===== src/rtl/pipeline_pkg.sv =====
// Shared pipeline types: decoded control bundle, result-source and
// forwarding-select encodings used across the five-stage core.
package pipeline_pkg;

    typedef struct packed {
        logic       RegWrite;
        logic [1:0] ResultSrc;
        logic       MemWrite;
        logic       Jump;
        logic       Branch;
        logic [2:0] ALUControl;
        logic       ALUSrc;
    } ctrl_t;

    localparam logic [1:0] RESULT_SRC_ALU = 2'b00;
    localparam logic [1:0] RESULT_SRC_MEM = 2'b01;
    localparam logic [1:0] RESULT_SRC_PC4 = 2'b10;

    localparam logic [1:0] FWD_RF  = 2'b00;
    localparam logic [1:0] FWD_WB  = 2'b01;
    localparam logic [1:0] FWD_MEM = 2'b10;

endpackage


===== src/rtl/hazard_unit.sv =====
// Combinational hazard logic: load-use stall detection, branch flush and
// ALU operand forwarding selects for the execute stage.
module hazard_unit
    import pipeline_pkg::*;
#(
    parameter int REG_ADDR_WIDTH = 5
) (
    input  logic                      ValidD,
    input  logic [REG_ADDR_WIDTH-1:0] Rs1D,
    input  logic [REG_ADDR_WIDTH-1:0] Rs2D,
    input  logic                      ValidE,
    input  logic [1:0]                ResultSrcE,
    input  logic [REG_ADDR_WIDTH-1:0] Rs1E,
    input  logic [REG_ADDR_WIDTH-1:0] Rs2E,
    input  logic [REG_ADDR_WIDTH-1:0] RdE,
    input  logic                      PCSrcE,
    input  logic [REG_ADDR_WIDTH-1:0] RdM,
    input  logic [REG_ADDR_WIDTH-1:0] RdW,
    input  logic                      RegWriteM,
    input  logic                      RegWriteW,
    output logic                      StallF,
    output logic                      StallD,
    output logic                      FlushD,
    output logic                      FlushE,
    output logic [1:0]                ForwardAE,
    output logic [1:0]                ForwardBE
);

    logic lw_stall;
    logic m_fwd_ok;
    logic w_fwd_ok;

    assign lw_stall = ValidE && (ResultSrcE == RESULT_SRC_MEM) && (RdE != '0)
                   && ValidD && ((Rs1D == RdE) || (Rs2D == RdE));

    // A taken branch discards the dependent instruction anyway, so it suppresses the stall.
    assign StallF = lw_stall && !PCSrcE;
    assign StallD = lw_stall && !PCSrcE;
    assign FlushD = PCSrcE;
    assign FlushE = lw_stall || PCSrcE;

    assign m_fwd_ok = RegWriteM && (RdM != '0);
    assign w_fwd_ok = RegWriteW && (RdW != '0);

    always_comb begin
        ForwardAE = FWD_RF;
        if (m_fwd_ok && (RdM == Rs1E)) begin
            ForwardAE = FWD_MEM;
        end else if (w_fwd_ok && (RdW == Rs1E)) begin
            ForwardAE = FWD_WB;
        end
    end

    always_comb begin
        ForwardBE = FWD_RF;
        if (m_fwd_ok && (RdM == Rs2E)) begin
            ForwardBE = FWD_MEM;
        end else if (w_fwd_ok && (RdW == Rs2E)) begin
            ForwardBE = FWD_WB;
        end
    end

endmodule


===== src/rtl/id_ex_stage.sv =====
// Decode-to-execute pipeline register with load-use bubble insertion;
// hazard and forwarding decisions come from hazard_unit.
module id_ex_stage
    import pipeline_pkg::*;
#(
    parameter int DATA_WIDTH     = 32,
    parameter int REG_ADDR_WIDTH = 5
) (
    input  logic                      clk,
    input  logic                      rst_n,
    input  logic                      ValidD,
    input  ctrl_t                     CtrlD,
    input  logic [DATA_WIDTH-1:0]     RD1D,
    input  logic [DATA_WIDTH-1:0]     RD2D,
    input  logic [DATA_WIDTH-1:0]     PCD,
    input  logic [DATA_WIDTH-1:0]     ImmExtD,
    input  logic [DATA_WIDTH-1:0]     PCPlus4D,
    input  logic [REG_ADDR_WIDTH-1:0] Rs1D,
    input  logic [REG_ADDR_WIDTH-1:0] Rs2D,
    input  logic [REG_ADDR_WIDTH-1:0] RdD,
    input  logic                      PCSrcE,
    input  logic [REG_ADDR_WIDTH-1:0] RdM,
    input  logic [REG_ADDR_WIDTH-1:0] RdW,
    input  logic                      RegWriteM,
    input  logic                      RegWriteW,
    output logic                      ValidE,
    output ctrl_t                     CtrlE,
    output logic [DATA_WIDTH-1:0]     RD1E,
    output logic [DATA_WIDTH-1:0]     RD2E,
    output logic [DATA_WIDTH-1:0]     PCE,
    output logic [DATA_WIDTH-1:0]     ImmExtE,
    output logic [DATA_WIDTH-1:0]     PCPlus4E,
    output logic [REG_ADDR_WIDTH-1:0] Rs1E,
    output logic [REG_ADDR_WIDTH-1:0] Rs2E,
    output logic [REG_ADDR_WIDTH-1:0] RdE,
    output logic                      StallF,
    output logic                      StallD,
    output logic                      FlushD,
    output logic [1:0]                ForwardAE,
    output logic [1:0]                ForwardBE
);

    logic flush_e;

    logic                      valid_q,  valid_d;
    ctrl_t                     ctrl_q,   ctrl_d;
    logic [DATA_WIDTH-1:0]     rd1_q,    rd1_d;
    logic [DATA_WIDTH-1:0]     rd2_q,    rd2_d;
    logic [DATA_WIDTH-1:0]     pc_q,     pc_d;
    logic [DATA_WIDTH-1:0]     imm_q,    imm_d;
    logic [DATA_WIDTH-1:0]     pc4_q,    pc4_d;
    logic [REG_ADDR_WIDTH-1:0] rs1_q,    rs1_d;
    logic [REG_ADDR_WIDTH-1:0] rs2_q,    rs2_d;
    logic [REG_ADDR_WIDTH-1:0] rd_q,     rd_d;

    hazard_unit #(
        .REG_ADDR_WIDTH(REG_ADDR_WIDTH)
    ) u_hazard (
        .ValidD    (ValidD),
        .Rs1D      (Rs1D),
        .Rs2D      (Rs2D),
        .ValidE    (valid_q),
        .ResultSrcE(ctrl_q.ResultSrc),
        .Rs1E      (rs1_q),
        .Rs2E      (rs2_q),
        .RdE       (rd_q),
        .PCSrcE    (PCSrcE),
        .RdM       (RdM),
        .RdW       (RdW),
        .RegWriteM (RegWriteM),
        .RegWriteW (RegWriteW),
        .StallF    (StallF),
        .StallD    (StallD),
        .FlushD    (FlushD),
        .FlushE    (flush_e),
        .ForwardAE (ForwardAE),
        .ForwardBE (ForwardBE)
    );

    // A bubble is fully zeroed so its zero indices can never match a forwarding source.
    always_comb begin
        valid_d = ValidD;
        ctrl_d  = CtrlD;
        rd1_d   = RD1D;
        rd2_d   = RD2D;
        pc_d    = PCD;
        imm_d   = ImmExtD;
        pc4_d   = PCPlus4D;
        rs1_d   = Rs1D;
        rs2_d   = Rs2D;
        rd_d    = RdD;
        if (flush_e) begin
            valid_d = 1'b0;
            ctrl_d  = '0;
            rd1_d   = '0;
            rd2_d   = '0;
            pc_d    = '0;
            imm_d   = '0;
            pc4_d   = '0;
            rs1_d   = '0;
            rs2_d   = '0;
            rd_d    = '0;
        end
    end

    always_ff @(posedge clk or negedge rst_n) begin
        if (!rst_n) begin
            valid_q <= 1'b0;
            ctrl_q  <= '0;
            rd1_q   <= '0;
            rd2_q   <= '0;
            pc_q    <= '0;
            imm_q   <= '0;
            pc4_q   <= '0;
            rs1_q   <= '0;
            rs2_q   <= '0;
            rd_q    <= '0;
        end else begin
            valid_q <= valid_d;
            ctrl_q  <= ctrl_d;
            rd1_q   <= rd1_d;
            rd2_q   <= rd2_d;
            pc_q    <= pc_d;
            imm_q   <= imm_d;
            pc4_q   <= pc4_d;
            rs1_q   <= rs1_d;
            rs2_q   <= rs2_d;
            rd_q    <= rd_d;
        end
    end

    assign ValidE   = valid_q;
    assign CtrlE    = ctrl_q;
    assign RD1E     = rd1_q;
    assign RD2E     = rd2_q;
    assign PCE      = pc_q;
    assign ImmExtE  = imm_q;
    assign PCPlus4E = pc4_q;
    assign Rs1E     = rs1_q;
    assign Rs2E     = rs2_q;
    assign RdE      = rd_q;

endmodule

===== config.mk =====
export PLATFORM = sky130hd
export DESIGN_NAME = id_ex_stage
export DESIGN_NICKNAME = d
export VERILOG_FILES = /design/src/rtl/pipeline_pkg.sv /design/src/rtl/hazard_unit.sv /design/src/rtl/id_ex_stage.sv
export SDC_FILE = /design/constraint.sdc
export NUM_CORES = 1
export LEC_CHECK = 0
export BUFFER_PORTS_ARGS = -buffer_cell sky130_fd_sc_hd__buf_2
export CAP_MARGIN = 10
export CORE_AREA = 2 2 153 155
export CTS_BUF_LIST = sky130_fd_sc_hd__clkbuf_8
export DETAILED_ROUTE_END_ITERATION = 16
export DIE_AREA = 0 0 155 157
export SLEW_MARGIN = 20
export SYNTH_ARGS = -nofsm -noshare
export SYNTH_HDL_FRONTEND = slang
export SYNTH_SLANG_ARGS = --single-unit

===== constraint.sdc =====
create_clock -name clk -period 4.45 [get_ports clk]
set_input_delay 0.445 -clock clk [delete_from_list [all_inputs] [get_ports clk]]
set_output_delay 0.445 -clock clk [all_outputs]
set_load 0.03 [all_outputs]

==> flow_summary.toml <==
[clock_tree]
cts_hold_buf = 0
post_cts.resized_instances = 0
cts_buffers = 17
cts_buffer_depth = 2
post_cts_buffers = 0
root_buffer = "clkbuf_8"
cts_sinks = 186
cts_tree = "done"
cts-htree-levels = 4
path_clk_slew_ns = 0.11
clock_latency_ns = 0.45

[run]
drv_cap = 0

[drt]
via_count = 6148
drt-total-wl_um = 22400
antenna_left = 0
via_per_inst = 4.63
post_drt_wl_per_cell_um = 16.9
drcViolationCount = 0
drt-initial-drc-count = 306
firstDrtPassIters = 4

[floorplan]
dieArea_mm2 = 0.0243
row_count = 55
start_util = 0.331
die_w_um = 155
core-area_mm2 = 0.0225
ios = 394
die_y_um = 157

[sta]
rsz0062_at_grt = "false"
setup_viol = 0
max_freq_mhz = 403
finalMaxSlewViolations = 0
post-route-period-util = 0.558
setup-tns-final_ns = 0
relSlewSlack = 0.278
finalClockSkew_ns = 0.0165
fin_crit_ns = 2.48
hold_viol_final = 0
worstMarginPinSlew_ns = 1.08

[power_and_ir_drop]
p_leak_nw = 5.33
powerDensity_mw_per_mm2 = 357
max-vdd-ir-drop_mv = 0.194
power_w = 0.00356

[critical_path]
cp-end-kind = "output pin"
worstPathMaxFanout = 3
r2r.worst_path.cells = 5
cp.required_ns = 4.01
arrival_ns = 2.04
startpoint_type = "flop"
path_class = "reg2out"

[final_layout]
diodes = 0
fin_cells = 1327
drive_gt1_frac = 0.418
n_fill_cell = 2244
nets = 1230
syn_to_final_growth_pct = 33.8

[synthesis]
yosysTopAreaCellShare = 0.624
async_flop_share = 1.00
ys_warn_count = 0
syn_inst = 672
yosys-top-cells-area = "dfrtp_1 (62%), nand2b_1 (16%), a21oi_1 (12%)"
synth_area_leader_cell = "dfrtp_1"
synth_edf_count = 0
synth.cell_area_mm2 = 0.00745
synth_fp_nets = 873
ys_ff_latch = 186
synth_commonest_cells = "a21oi_1 (186), dfrtp_1 (186), nand2b_1 (186), clkbuf_1 (40), xnor2_1 (16)"
yosysSeqAreaShare = 0.624
ys.flop_type = "dfrtp_1"
synth_area_per_cell_um2 = 11.1
synth.distinct_cells = 22

[grt]
met2_usage = 0.296
antenna_found_initial = 0
grt-busiest-layer = "met2"
use_met3 = 0.0619
use_met1 = 0.212
grt_max_degree = 112
overflow = 0
grt_util_all_layers = 0.176
grt_pass1_wl_um = 33500
grt_pass1_vias = 6087

[placed_design]
dp_hpwl_um = 15400
portBuffers = 393
place_congestion = 0.759
place_inst = 1295

[status]
status = "completed"

[worst_hold_path]
min_path_type = "in2async"
worst max-delay path: stages (launching register included):
cell and delay (ns):
dfrtp_1 0.45, xor2_1 0.18, or4_1 0.57, nor4_2 0.17, buf_2 0.24
path summary, 6_finish.rpt:
| kind | slack (ns) | to | from |
|---|---|---|---|
| max in group asynchronous | 3.33 | RD1E[6]$_DFF_PN0_ | rst_n |
| max | 1.97 | ForwardBE[0] | Rs2E[4]$_DFF_PN0_ |
| min | 0.07 | PCE[4]$_DFF_PN0_ | rst_n |
| min in group clk | 0.20 | RD2E[11]$_DFF_PN0_ | RD2D[11] |
| min reg2reg | 1.22 | Rs2E[3]$_DFF_PN0_ | ValidE$_DFF_PN0_ |
| max reg2reg | 2.22 | RD2E[21]$_DFF_PN0_ | RdE[2]$_DFF_PN0_ |
stage by stage:
stage / setup slack, ns / cell area (µm²) / utilization / hold WS, ns
CTS: 1.90 / 9970 / 0.443 / 0.120
global placement: 2.19 / 9580 / 0.426 / 0.632
finish: 1.97 / 9970 / 0.443 / 0.0699
detailed placement: 2.08 / 9580 / 0.426 / 0.637
global route: 1.86 / 9970 / 0.443 / 0.133
floorplan: 1.81 / 7450 / - / 0.149
logic make-up (layout without fill, tap and decap cells):
family / after synthesis / count (layout) / share of synthesized area
flip-flops: 186 / 186 / 0.624
XOR/XNOR: 30 / 30 / 0.0352
buffers and inverters: 62 / 432 / 0.0384
AO/OA/AOI/OAI: 190 / 190 / 0.130
AND/OR/NAND/NOR: 204 / 204 / 0.172
final cells by class:
cell class | count | area (µm²) | area share
multi-input cells | 424 | 2530 | 0.254
well taps | 285 | 357 | 0.0358
repair buffers | 400 | 2040 | 0.205
clock inverters | 15 | 154 | 0.0154
flip-flops and latches | 186 | 4650 | 0.467
clock buffers | 17 | 234 | 0.0235
where the power goes:
part / leakage [nW] / internal, W / switching [W] / total [W]
registers: 2.40 / 0.00177 / 0.0000307 / 0.00180
logic: 2.73 / 0.000210 / 0.000407 / 0.000617
clock network: 0.204 / 0.000467 / 0.000670 / 0.00114
total: 5.33 / 0.00245 / 0.00111 / 0.00356
layer usage:
layer  up-vias  part of all wire
met5         -                 0
met4         0             0.022
met3        28             0.087
met2       275              0.49
met1      2942              0.40
li1       2903                 -
flip-flops by register name (all words and copies together) (netlist names):
name,count
ImmExtE,32
PCE,32
PCPlus4E,32
RD1E,32
RD2E,32
CtrlE,10
RdE,5
Rs1E,5
Rs2E,5
ValidE,1
cells in the final DEF (no fill, tap or decap), types with 2 or more instances in the layout:
| cell type | netlist | layout |
|---|---|---|
| inv_8 | 0 | 4 |
| nand2_1 | 2 | 2 |
| nor4_1 | 2 | 2 |
| xor2_1 | 14 | 14 |
| nor4_2 | 2 | 2 |
| nand3_1 | 4 | 4 |
| xnor2_1 | 16 | 16 |
| a21oi_1 | 186 | 186 |
| dfrtp_1 | 186 | 186 |
| nand2b_1 | 186 | 186 |
| buf_4 | 12 | 7 |
| clkinv_4 | 0 | 4 |
| clkbuf_8 | 0 | 18 |
| or4_1 | 4 | 4 |
| buf_2 | 7 | 391 |
| inv_6 | 0 | 4 |
Note: power is estimated with default switching activity, not from simulation.
